### src/rtl/sat_counter.sv
// Saturating up-counter with synchronous clear; clear and increment together yield 1.
// Registered output, one-cycle latency; holds at all-ones instead of wrapping.
module sat_counter #(
   parameter int W = 4
) (
   input  logic         clk,
   input  logic         rst_n,
   input  logic         inc_i,
   input  logic         clr_i,
   output logic [W-1:0] cnt_o
);

   logic [W-1:0] cnt_q;
   logic [W-1:0] cnt_d;

   always_comb begin
      cnt_d = cnt_q;
      if (clr_i) begin
         cnt_d = '0;
      end
      if (inc_i && (cnt_d != '1)) begin
         cnt_d = cnt_d + W'(1);
      end
   end

   always_ff @(posedge clk or negedge rst_n) begin
      if (!rst_n) begin
         cnt_q <= '0;
      end else begin
         cnt_q <= cnt_d;
      end
   end

   assign cnt_o = cnt_q;

endmodule

### config.mk
export PLATFORM = sky130hd
export DESIGN_NAME = sat_counter
export DESIGN_NICKNAME = d
export VERILOG_FILES = /design/src/rtl/sat_counter.sv
export SDC_FILE = /design/constraint.sdc
export NUM_CORES = 1
export LEC_CHECK = 0
export ABC_AREA = 1
export CORE_AREA = 2 2 39 41
export CTS_CLUSTER_DIAMETER = 50
export DETAILED_ROUTE_END_ITERATION = 8
export DIE_AREA = 0 0 41 43
export GPL_ROUTABILITY_DRIVEN = 0
export PLACE_DENSITY_LB_ADDON = 0.08
export SLEW_MARGIN = 20
export SYNTH_ARGS = -nofsm -noshare
export SYNTH_HDL_FRONTEND = slang
export SYNTH_SLANG_ARGS = --single-unit
### constraint.sdc
create_clock -name clk -period 1.15 [get_ports clk]
set_input_delay 0.23 -clock clk [delete_from_list [all_inputs] [get_ports clk]]
set_output_delay 0.23 -clock clk [all_outputs]
set_load 0.03 [all_outputs]
# Word level (Yosys, flattened, before mapping)
# Index checks and enable logic that the tools add are counted.
# op_classes
n_addsub,1
reduce_logical,1
eq_ne,1
n_mux,2
# op_table
operator,count
2-to-1 mux 4 bit,2
adder 4 x 1 -> 4 bit (second input constant),1
!= test 4 bit (second input constant),1
logical AND 1 bit,1
# word_totals
regBits,4
inputBits,4

# Logic depth before layout (Yosys ltp)
# Gate-level depths: netlist of run 1.
# depth
word_depth,4
ltp_mapped,9
ltp_nobuf,9

# Least setup slack after synthesis of run 1
# Ideal clock, no wire load.
# synth_timing
path_type,register -> register
start,"register cnt_q[1], in the netlist cnt_o[1]"
end,"register cnt_q[3], in the netlist cnt_o[3]"
t_required_ns,1.034
arrival_ns,1.300
setup_ns,0.116
stages_incl_launch_ff,9
period_less_slack_ns,1.416
slack_ns,-0.266
path_cell_list,dfrtp_1 -> inv_1 -> nor2_1 -> ha_1 -> nand2_1 -> o21ai_4 -> inv_2 -> nand2_1 -> nand2_1
# synth_via
elab_chain_len,4
elab_cells_between_ends,5
# synth_lines
element,line_no,rtl
"start, declared",13,logic [W-1:0] cnt_q;
"start signal, assigned",30,cnt_q <= cnt_d;
2-to-1 mux 4 bit *,18,if (clr_i) begin
"parallel branches: the longest is 2 deep, another holds adder 4 x 1 -> 4 bit",n/a,
2-to-1 mux 4 bit *,21,if (inc_i && (cnt_d != '1)) begin
named net cnt_d[3],14,logic [W-1:0] cnt_d;
# Mark *: on every way through the listed nets, which the timed path passes.

# Final worst setup path of run 1
# layout_timing
start,"register cnt_q[1], in the netlist cnt_o[1]"
end,"register cnt_q[0], in the netlist cnt_o[0]"
# layout_via
elab_chain_len,4
# layout_lines
element,line_no
2-to-1 mux 4 bit,18
!= test 4 bit,21
logical AND 1 bit,21
2-to-1 mux 4 bit,21
named net cnt_d[0],14
# The timed path passes the listed nets, and every way through them passes these cells.

==> impl_metrics.yaml, run 1 <==
worst_setup_path:
  critical_path_class: "flip-flop to flip-flop"
  required_ns: 1.27
  worst_path_dominant_cell_family: "flip-flops"
  critPathSlowestCell: "dfrtp_2"
  slowest_delay_ns: 0.36
  worstPathArrival_ns: 1.25
  crit_fanout: 4
  path_cells: "inv_2 > nor2_4 > ha_4 > nand2_4 > o21ai_4 > inv_2 > nand2_1 > nand2_1"
  end_kind: "flip-flop"
  worst_setup_path_start_kind: "flip-flop"
  cp_num_buf_inv: 2
power:
  ir_worst_vdd_uv: 410.8
  power_uw: 472.0
  powerDensity_nw_per_um2: 969.7
  p_leak_uw: 0.0002581
routing:
  first_iter_violations: 1
  vias: 290
  dr.pass1.iters: 2
  post_drt_wl_per_cell_um: 8.893
  detail_route.wirelength_um: 667
  via_per_inst: 3.867
  ant_nets: 0
  drc_errors: 0
placed_design:
  placed_cell_area_um2: 402.9
  portBuffers: 7
  post-place-cells: 68
  post-dp-hpwl_um: 528
synth:
  ys_seq_area_frac: 0.3846
  synthTopCellsByArea: "dfrtp_1 38%, nand2_1 26%, inv_1 7.2%"
  synthFlopType: "dfrtp_1"
  synth_top_family_by_area: "simple AND/OR/NAND/NOR gates"
  synth_seq_cells: 4
  syn_inst: 38
  syn_avg_cell_area_um2: 6.849
  ys_async_sr_fraction: 1.000
  synth_simple_gate_area_frac: 0.4038
  synth_mux_area_frac: 0
  synth_xor_area_frac: 0
  yosys.area.top_type: "dfrtp_1"
  synth_area_um2: 260.3
  synthDistinctLibCells: 11
  yosys_warnings: 0
  synthMostInstantiatedCell: "nand2_1"
  synth_top_area_frac: 0.3846
  synth_compound_area_frac: 0.06250
  synth-adder-area-share: 0.04808
  synth_common_cells: "18 x nand2_1, 5 x inv_1, 4 x dfrtp_1"
  synth_edf_count: 0
  syn_nets: 43
global_route:
  grt_pass1_wl_um: 1090
  grt_pass1_vias: 292
  groute.usage.overall: 0.09356
  gr-total-overflow: 0
  antenna_found_initial: 0
  grt_max_degree: 5
clock_network:
  cts_max_path_buffers: 2
  cts_tree: "done"
  path_clk_slew_ns: 0.04
  ctsRootBufferMaster: "clkbuf_4"
  cts.sinks: 4
  cts-htree-levels: 1
  cts_made_buffers: 3
  clkLatencyLatePin_ns: 0.23
sta:
  hold_viol_final: 0
  worst_pin_slew_ns: 0.2182
  tns_ns: 0
  rsz0062_at_grt: "yes"
  timing.final.crit_share: 0.9830
  period_minus_slack_ns: 1.130
  slew_headroom: 0.8540
  maxSlewViolCount: 0
  whs_ns: 0.1914
  fin_skew_ns: 0.006848
  setup_viol: 0
  max_freq_ghz: 0.8846
die:
  die_x_um: 41
  num_rows: 14
  initial_core_util: 0.1881
  die-area_um2: 1763
  core_um2: 1384
  io_pins: 8
  fp.dieH_um: 43
finish:
  largest_reg_flops: 4
  fillers: 153
  multi_input_area_um2: 168.9
  drive_gt1_frac: 0.5254
  fin_cells: 75
  syn2layout_area_growth_pct: 87.02
  regArea_um2: 102.6
  nets: 65
  design_area_um2: 486.7
  antenna-diode-count: 0
status:
  status: "complete, no violations"
job:
  drv_cap: 0
hold_path:
  hold_class: "primary input to async pin"
final timing paths:
check	cells after the start	from	end	slack, ns
hold / removal	1	rst_n	cnt_o[1]$_DFF_PN0_	0.19
setup reg to reg	8	cnt_o[1]$_DFF_PN0_	cnt_o[0]$_DFF_PN0_	0.02
max in group asynchronous	1	rst_n	cnt_o[0]$_DFF_PN0_	0.79
min in group clk	5	clr_i	cnt_o[1]$_DFF_PN0_	0.60
hold reg to reg	4	cnt_o[3]$_DFF_PN0_	cnt_o[3]$_DFF_PN0_	0.69
setup / recovery	8	cnt_o[1]$_DFF_PN0_	cnt_o[0]$_DFF_PN0_	0.02
layer usage:
| layer | global-route usage | vias up | part of all wire |
|---|---|---|---|
| met5 | 0 | - | 0 |
| met4 | 0.08000 | 0 | 0 |
| met3 | 0.01571 | 0 | 0.022 |
| met2 | 0.1281 | 3 | 0.54 |
| met1 | 0.1197 | 134 | 0.43 |
| li1 | - | 153 | - |
where the power goes:
group	internal (µW)	switching, µW
registers	151	6.30
clock network	130	55.5
logic	66.7	62.4
cells in the final DEF, fill, tap and decap left out, types with 2 or more instances in the layout:
master / synthesis / final
clkdlybuf4s50_1: 0 / 2
dfrtp_1: 4 / 2
nand2_1: 18 / 16
clkbuf_4: 0 / 3
dfrtp_2: 0 / 2
inv_1: 5 / 3
nand2_2: 1 / 2
buf_6: 0 / 2
buf_4: 0 / 12
inv_2: 2 / 4
through the flow:
step | utilization | setup slack, ns
after floorplan | - | -0.1252
final | 0.3517 | 0.01959
after detailed placement | 0.2911 | -0.4809
after CTS | 0.3345 | -0.03011
after global routing | 0.3517 | -0.05189
after global placement | 0.2911 | -0.4663
timing repair:
item	4_1_cts	5_1_grt
gates resized for setup	7	3
setup buffers	1	2
hold endpoints to repair	0	0
endpoints found under the setup margin	6	5
hold buffers	0	0
pin swaps	3	4
kinds of logic (layout without fill, tap and decap cells):
kind of cell | count (synthesis) | count (layout)
compound gates | 1 | 1
simple gates | 25 | 25
buf+inv | 7 | 28
fa+ha+maj | 1 | 1
flops | 4 | 4
final cells by class:
class / instances / area share
multi-input cells: 27 / 0.3470
repair buffers: 17 / 0.2931
flip-flops and latches: 4 / 0.2108
clock buffers: 4 / 0.05398
inverters: 7 / 0.05398
well taps: 16 / 0.04113
(Power assumes the default switching activity.)
==> inputs of run 2 (changes only) <==
--- a/config.mk
+++ b/config.mk
@@ -10,7 +10,7 @@
 export CTS_CLUSTER_DIAMETER = 50
 export DETAILED_ROUTE_END_ITERATION = 8
 export DIE_AREA = 0 0 41 43
-export GPL_ROUTABILITY_DRIVEN = 0
+export HOLD_SLACK_MARGIN = 0.05
 export PLACE_DENSITY_LB_ADDON = 0.08
 export SLEW_MARGIN = 20
 export SYNTH_ARGS = -nofsm -noshare
==> results of run 2 <==
No change in the layout: final DEF, timing and power equal those of run 1.
==> inputs of run 3 (changes only) <==
--- a/config.mk
+++ b/config.mk
@@ -8,6 +8,7 @@
 export ABC_AREA = 1
 export CORE_AREA = 2 2 39 41
 export CTS_CLUSTER_DIAMETER = 50
+export CTS_CLUSTER_SIZE = 40
 export DETAILED_ROUTE_END_ITERATION = 8
 export DIE_AREA = 0 0 41 43
 export HOLD_SLACK_MARGIN = 0.05
==> results of run 3 <==
No change in the layout: final DEF, timing and power equal those of run 1.
